<file path="src/rtl/counter_pkg.sv">
// Shared types and constants for the modulo-N counter.
// FSM state encoding and the wrap counter width live here.
package counter_pkg;

    localparam int unsigned WRAP_CNT_W = 8;

    typedef enum logic [1:0] {
        IDLE = 2'd0,
        RUN  = 2'd1,
        DONE = 2'd2
    } state_t;

endpackage

</file>
<file path="src/rtl/counter_mod_step.sv">
// Combinational datapath for counter_mod_n: initial value, next step with wrap,
// terminal detection and load clamping. Holds no state.
module counter_mod_step #(
    parameter int unsigned WIDTH  = 4,
    parameter int unsigned MODULO = 16
) (
    input  logic [WIDTH-1:0] q,
    input  logic             up,
    input  logic [WIDTH-1:0] load_val,
    output logic [WIDTH-1:0] q_step,
    output logic [WIDTH-1:0] q_init,
    output logic [WIDTH-1:0] load_clamped,
    output logic             at_term
);

    localparam logic [WIDTH-1:0] MAX_VAL = WIDTH'(MODULO - 1);
    localparam logic [WIDTH:0]   MOD_EXT = (WIDTH + 1)'(MODULO);

    logic [WIDTH-1:0] term_val;

    assign term_val = up ? MAX_VAL : '0;
    assign at_term  = (q == term_val);
    assign q_init   = up ? '0 : MAX_VAL;

    // Wrapping step; the terminal value jumps to the opposite end of the range
    always_comb begin
        q_step = q;
        if (up) begin
            q_step = at_term ? '0 : q + WIDTH'(1);
        end else begin
            q_step = at_term ? MAX_VAL : q - WIDTH'(1);
        end
    end

    // Extended compare so MODULO == 2**WIDTH needs no special case
    assign load_clamped = ({1'b0, load_val} >= MOD_EXT) ? MAX_VAL : load_val;

endmodule

</file>
<file path="src/rtl/counter_mod_n.sv">
// Up/down modulo-N counter with IDLE/RUN/DONE control, one-shot or free-run.
// Optional wrap counter enabled by defining COUNTER_WRAPCNT_EN.
module counter_mod_n
    import counter_pkg::*;
#(
    parameter int unsigned WIDTH  = 4,
    parameter int unsigned MODULO = 16
) (
    input  logic                  clki,
    input  logic                  rs,
    input  logic                  en,
    input  logic                  up,
    input  logic                  start,
    input  logic                  oneshot,
    input  logic                  load,
    input  logic [WIDTH-1:0]      load_val,
    output logic [WIDTH-1:0]      q,
    output logic                  tc,
    output logic                  busy,
    output logic                  done,
    output logic [WRAP_CNT_W-1:0] wrap_cnt
);

    state_t           state;
    state_t           state_nxt;
    logic [WIDTH-1:0] q_nxt;
    logic [WIDTH-1:0] q_step;
    logic [WIDTH-1:0] q_init;
    logic [WIDTH-1:0] load_clamped;
    logic             at_term;

    counter_mod_step #(
        .WIDTH  (WIDTH),
        .MODULO (MODULO)
    ) u_step (
        .q            (q),
        .up           (up),
        .load_val     (load_val),
        .q_step       (q_step),
        .q_init       (q_init),
        .load_clamped (load_clamped),
        .at_term      (at_term)
    );

    always_ff @(posedge clki) begin
        if (rs) begin
            state <= IDLE;
            q     <= '0;
        end else begin
            state <= state_nxt;
            q     <= q_nxt;
        end
    end

    // Priority load > start > count; load never moves the FSM
    always_comb begin
        state_nxt = state;
        q_nxt     = q;
        if (load) begin
            q_nxt = load_clamped;
        end else if (start) begin
            q_nxt     = q_init;
            state_nxt = RUN;
        end else if ((state == RUN) && en) begin
            if (at_term && oneshot) begin
                state_nxt = DONE;
            end else begin
                q_nxt = q_step;
            end
        end
    end

    assign tc   = ~rs & (state == RUN) & en & at_term;
    assign busy = ~rs & (state == RUN);
    assign done = ~rs & (state == DONE);

`ifdef COUNTER_WRAPCNT_EN
    logic                  wrap_evt;
    logic [WRAP_CNT_W-1:0] wrap_q;

    assign wrap_evt = (state == RUN) & en & ~load & ~start & at_term & ~oneshot;

    // Saturating count of free-run wraps, cleared only by reset
    always_ff @(posedge clki) begin
        if (rs) begin
            wrap_q <= '0;
        end else if (wrap_evt && (wrap_q != '1)) begin
            wrap_q <= wrap_q + WRAP_CNT_W'(1);
        end
    end

    assign wrap_cnt = wrap_q;
`else
    assign wrap_cnt = '0;
`endif

endmodule

</file>
<file path="config.mk">
export PLATFORM = sky130hd
export DESIGN_NAME = counter_mod_n
export DESIGN_NICKNAME = d
export VERILOG_FILES = /design/src/rtl/counter_pkg.sv /design/src/rtl/counter_mod_step.sv /design/src/rtl/counter_mod_n.sv
export SDC_FILE = /design/constraint.sdc
export NUM_CORES = 1
export LEC_CHECK = 0
export ABC_AREA = 1
export CAP_MARGIN = 20
export CORE_ASPECT_RATIO = 1.1
export CORE_MARGIN = 5
export CORE_UTILIZATION = 39
export DETAILED_ROUTE_END_ITERATION = 12
export HOLD_SLACK_MARGIN = 0.05
export PLACE_DENSITY = 0.74
export SKIP_CTS_REPAIR_TIMING = 1
export SYNTH_ARGS = -nofsm -noshare
export SYNTH_HDL_FRONTEND = slang
export SYNTH_HIERARCHICAL = 1
export SYNTH_SLANG_ARGS = --single-unit
</file>
<file path="constraint.sdc">
create_clock -name clki -period 1.28 [get_ports clki]
set_clock_uncertainty 0.05 [all_clocks]
set_input_delay 0.32 -clock clki [delete_from_list [all_inputs] [get_ports clki]]
set_output_delay 0.32 -clock clki [all_outputs]
set_load 0.02 [all_outputs]
</file>
==> flow_summary.ini, run 1 <==
[status]
status = complete, but fails checks
violations = setup timing

[drt]
wl_per_cell_um = 10.7
wirelength_um = 1840
viasPerCell = 4.52
vias = 778
drc = 0
ant_nets = 0
drt_first_pass_iters = 4
drt-initial-drc-count = 20

[floorplanning]
start_util = 0.403
io_pins = 26
die_x_um = 50.7
core_area_um2 = 1760
die_y_um = 54.8
die_area_um2 = 2780
num_rows = 16

[synth]
avgSynthCellArea_um2 = 5.69
ys_ff_latch = 6
yosysUniqueCellTypes = 17
synth_cells = 125
netlist.area_leader.share = 0.195
ys.warnings.count = 6
ys_seq_area_frac = 0.169
yosys.area.top_type = nand2_1
syn_area_um2 = 711
synth_area_leaders = nand2_1, dfxtp_1, buf_4, nand3_1, inv_1

[clocking]
root_buffer = clkbuf_4
cts.path.max_buffers = 2
numClockSinks = 6
path_clk_slew_ns = 0.05
clk-insertion-delay-late_ns = 0.25
cts_tree = yes
cts_max_level = 1
cts_buffers = 3

[power_and_ir_drop]
p_leak_nw = 0.612
irDropWorstVdd_mv = 0.663
cellPowerDensity_nw_per_um2 = 739

[grt]
gr-usage-met2 = 0.295
grt_pass1_wl_um = 2900
busiest_layer = met2
grt_overflow = 0
grt_pass1_vias = 765
grt_util_met3 = 0.0463
grtUsageMet1 = 0.121
antenna_found_initial = 0
track_usage = 0.136
grt_max_degree = 8

[critical_path]
worst_path_max_delay_cell = dfxtp_4
crit_path_start_kind = register
crit_fanout = 4
path_class = reg -> out
path_cells = nor2_4 -> nand3_2 -> nand2_4 -> nand2_2 -> nor2_4 -> buf_6
cp-end-kind = output port
critPathMostFrequentCell = nor2_4
cp.arrival_ns = 1.23
required_ns = 0.91
cpPeakStageDelay_ns = 0.37

[min_path]
holdCritPathClass = in -> reg

[sta]
layout_setup_ws_ns = -0.319
setup_viol = 9
slew_violations = 0
worst_hold_slack_ns = 0.338
finalHoldViolations = 0
fmax_mhz = 625
period_share = 1.25
min_period_ns = 1.60
grt_setup_unrepaired = yes
setup_tns_ns = -1.35

[finish]
final_cell_mix = nand2_1, inv_1, buf_4
n_fill_cell = 180
stdcell_count = 172
nets = 168
syn_to_final_growth_pct = 54.6
antenna_cells = 0
final_common_cell = nand2_1
layout-drive-gt1-share = 0.357

[placement]
port_buffers = 17
gp_congestion = 0.714
dpl.hpwl_um = 1440
dp.cells = 167

[run]
cap_violations = 0
## stage by stage
stage	power, W	worst slack [ns]	utilization	area (um2)
6_report	0.000812	-0.319	0.624	1100
4_1_cts	0.000786	-0.982	0.570	1000
2_1_floorplan	0.000463	-0.0865	-	785
3_3_place_gp	0.000572	-0.936	0.555	977
3_5_place_dp	0.000583	-0.964	0.555	977
5_1_grt	0.000876	-0.387	0.624	1100
## cell usage after synthesis (all sizes together)
cell type,number
a21oi,2
buf,15
conb,1
dfxtp,6
ha,2
inv,21
nand2,40
nand3,16
nand4,1
nor2,17
nor3,1
o21ai,1
xnor2,2
## flip-flops by register name (all words and copies together) (netlist names)
signal  cells
q           4
state       2
## power by group
part | total (W) | internal [W] | switching [W]
clock | 0.000195 | 0.000119 | 0.0000763
sequential | 0.000227 | 0.000204 | 0.0000231
combinational | 0.000390 | 0.000184 | 0.000206
## kinds of logic after synthesis
group	after synthesis	share of synthesized area
DFF	6	0.169
AOI/OAI and AO/OA	3	0.0211
xor gates and xnor gates	2	0.0247
and+or+nand+nor	75	0.475
other	1	0.00528
buffers and inverters	36	0.269
adders and majority gates	2	0.0352
## final timing paths
check	start	to	slack, ns	cells past startpoint
setup / recovery	q[1]	tc	-0.32	6
setup reg to reg	q[1]	q[2]	-0.25	13
hold / removal	rs	state[0]	0.34	2
hold reg to reg	state[1]	state[1]	0.45	2
## layer usage
metal	part of all wire	wire, um	up-vias
met3	0.058	107	0
li1	-	-	415
met1	0.35	650	340
met5	0	0	-
met4	0	0	0
met2	0.59	1080	23
## cell type report
cell class / instances / area [um2] / share of cell area
Sequential cell: 6 / 135 / 0.123
Tap cell: 18 / 22.5 / 0.0205
Timing Repair Buffer: 33 / 314 / 0.286
Inverter: 21 / 86.3 / 0.0786
Multi-Input combinational cell: 90 / 514 / 0.468
Clock buffer: 4 / 26.3 / 0.0239
## worst max-delay path, delay by kind of cell (launching register included)
| family | cells | cell delay, ns |
|---|---|---|
| flip-flops | 1 | 0.37 |
| buffers and inverters | 1 | 0.12 |
| AND/OR/NAND/NOR | 5 | 0.50 |
No activity file was read; power rests on OpenSTA's default activity.
==> run 2, diff against run 1 <==
--- a/config.mk
+++ b/config.mk
@@ -11,6 +11,7 @@
 export CORE_MARGIN = 5
 export CORE_UTILIZATION = 39
 export DETAILED_ROUTE_END_ITERATION = 12
+export GPL_ROUTABILITY_DRIVEN = 0
 export HOLD_SLACK_MARGIN = 0.05
 export PLACE_DENSITY = 0.74
 export SKIP_CTS_REPAIR_TIMING = 1
==> results of run 2 <==
Same layout as run 1: the final DEF is identical, and so are final timing and power.
==> run 3, diff against run 2 <==
--- a/config.mk
+++ b/config.mk
@@ -5,15 +5,15 @@
 export SDC_FILE = /design/constraint.sdc
 export NUM_CORES = 1
 export LEC_CHECK = 0
-export ABC_AREA = 1
+export ABC_AREA = 0
 export CAP_MARGIN = 20
 export CORE_ASPECT_RATIO = 1.1
 export CORE_MARGIN = 5
-export CORE_UTILIZATION = 39
+export CORE_UTILIZATION = 38
 export DETAILED_ROUTE_END_ITERATION = 12
 export GPL_ROUTABILITY_DRIVEN = 0
 export HOLD_SLACK_MARGIN = 0.05
-export PLACE_DENSITY = 0.74
+export PLACE_DENSITY = 0.75
 export SKIP_CTS_REPAIR_TIMING = 1
 export SYNTH_ARGS = -nofsm -noshare
 export SYNTH_HDL_FRONTEND = slang
==> flow_summary.ini, run 3 <==
[floorplanning]
die_area_um2 = 2610
die_x_um = 49.2
num_rows = 15
io_pins = 26
die_y_um = 53.1
start_util = 0.402
core_area_um2 = 1600

[synth]
synth_cells = 75
ys.warnings.count = 6
ys_ff_latch = 6
synth_common_cells = buf_4, dfxtp_1, mux2i_1, nand2_1, or2b_1
yosys.area.top_type = dfxtp_1
ys_seq_area_frac = 0.187
avgSynthCellArea_um2 = 8.56
synth_area_leaders = dfxtp_1, buf_4, mux2i_1, mux2_1, or2b_1
yosysUniqueCellTypes = 26
synthFlopType = dfxtp_1
synth_edf_count = 0
synth_async_sr_flop_share = 0
netlist.area_leader.share = 0.187
syn_area_um2 = 642
yosysMostFrequentCell = buf_4

[clocking]
cts.path.max_buffers = 2
cts_max_level = 1
numClockSinks = 6
cts_buffers = 3
cts_tree = yes
root_buffer = clkbuf_4
clk-insertion-delay-late_ns = 0.25
path_clk_slew_ns = 0.04

[placement]
port_buffers = 17
dpl.hpwl_um = 1130
dp.cells = 111

[finish]
final_cell_mix = buf_4, conb_1, clkdlybuf4s50_1
n_fill_cell = 131
top_register = q
nets = 113
syn_to_final_growth_pct = 43.7
top_regs = q: 4 flops, state: 2 flops
final_common_cell = buf_4
stdcell_count = 115
largest_reg_flops = 4
antenna_cells = 0
layout-drive-gt1-share = 0.408

[critical_path]
path_class = reg -> out
required_ns = 0.91
r2r-end = q[3]
cp-end-kind = output port
cp.arrival_ns = 1.64
cpPeakStageDelay_ns = 0.55
reg2reg_setup_slack_ns = -0.62
crit_fanout = 3
worst_path_max_delay_cell = or4_4
crit-reg2reg-launch = q[0]
path_cells = or4_4 -> mux2i_4 -> nor3b_4 -> buf_6
crit_path_start_kind = register
reg2reg_depth = 7

[grt]
track_usage = 0.102
grt_pass1_vias = 480
grt_pass1_wl_um = 1980
grt_overflow = 0
grt_max_degree = 10
antenna_found_initial = 0

[power_and_ir_drop]
irDropWorstVdd_mv = 0.431
cellPowerDensity_nw_per_um2 = 775
p_leak_nw = 0.457

[min_path]
worstHoldStart = state[0]
min_to = state[0]
holdCritPathClass = reg -> reg
hold_path_depth = 2

[run]
cap_violations = 0

[drt]
drt_first_pass_iters = 2
wirelength_um = 1390
vias = 561
ant_nets = 0
drc = 0
drt-initial-drc-count = 2
wl_per_cell_um = 12.1
viasPerCell = 4.88

[sta]
grt_setup_unrepaired = yes
min_period_ns = 2.01
setup_viol = 9
slew_violations = 0
fmax_mhz = 497
period_share = 1.57
setup_tns_ns = -3.29
worst_hold_slack_ns = 0.471
finalHoldViolations = 0
layout_setup_ws_ns = -0.730

[status]
violations = setup timing
status = complete, but fails checks
run 3: cell types whose count changed after synthesis, moves of 2 or more:
| cell | before | now |
|---|---|---|
| xor2_1 | 0 | 2 |
| nand3_2 | 2 | 0 |
| or2b_1 | 0 | 5 |
| mux2i_1 | 0 | 6 |
| nor2_4 | 2 | 0 |
| inv_1 | 18 | 4 |
| mux2_1 | 0 | 4 |
| nand2_1 | 37 | 6 |
| o211ai_1 | 0 | 4 |
| nand2_2 | 3 | 0 |
| nand3_1 | 14 | 0 |
| inv_2 | 3 | 0 |
| nor3b_1 | 0 | 3 |
| nor2_1 | 15 | 1 |
run 3: kinds of logic after synthesis:
group,share of synthesized area
simple gates,0.222
flops,0.187
mux,0.164
fa+ha+maj,0.0390
buf+inv,0.216
compound gates,0.125
other cells,0.00584
xor+xnor,0.0409
run 3: worst max path at each step:
stage	end	startpoint	depth (start not counted)
final	tc	q[0]	4
after CTS	tc	up	5
after global routing	tc	q[0]	4
after floorplan	tc	q[1]	3
after global placement	tc	up	5
after detailed placement	tc	up	5
run 3: report_power, final:
| group | internal (W) | switching [W] | leakage (nW) | total (W) |
|---|---|---|---|---|
| sequential | 0.000204 | 0.0000135 | 0.0525 | 0.000218 |
| combinational | 0.000157 | 0.000157 | 0.391 | 0.000314 |
| clock | 0.000107 | 0.0000762 | 0.0138 | 0.000183 |
run 3: through the flow:
step / area [um2] / utilization / setup slack [ns] / total power, W
5_1_grt: 922 / 0.578 / -0.802 / 0.000754
6_report: 922 / 0.578 / -0.730 / 0.000714
4_1_cts: 873 / 0.547 / -1.42 / 0.000702
3_5_place_dp: 851 / 0.533 / -1.42 / 0.000513
2_1_floorplan: 697 / - / -0.466 / 0.000422
3_3_place_gp: 851 / 0.533 / -1.42 / 0.000505
run 3: worst max-delay path, delay by kind of cell (launching register included):
kind | cells | cell delay (ns)
flip-flops | 1 | 0.34
multiplexers | 1 | 0.17
AND/OR/NAND/NOR | 2 | 0.75
buffers and inverters | 1 | 0.14
run 3: layer usage:
metal / track usage / wire length (um) / part of all wire / vias to the layer above
met5: 0 / 0 / 0 / -
met4: 0.0807 / 24 / 0.017 / 0
met3: 0.0254 / 64 / 0.046 / 3
met2: 0.174 / 750 / 0.54 / 14
met1: 0.108 / 553 / 0.40 / 261
li1: - / - / - / 283
run 3: cell type report:
class / instances / area [um2] / area share
tap: 17 / 21.3 / 0.0231
clock buffer: 3 / 22.5 / 0.0244
multi-input combinational: 55 / 468 / 0.507
sequential: 6 / 135 / 0.147
inverter: 5 / 18.8 / 0.0204
timing repair buffer: 29 / 256 / 0.278
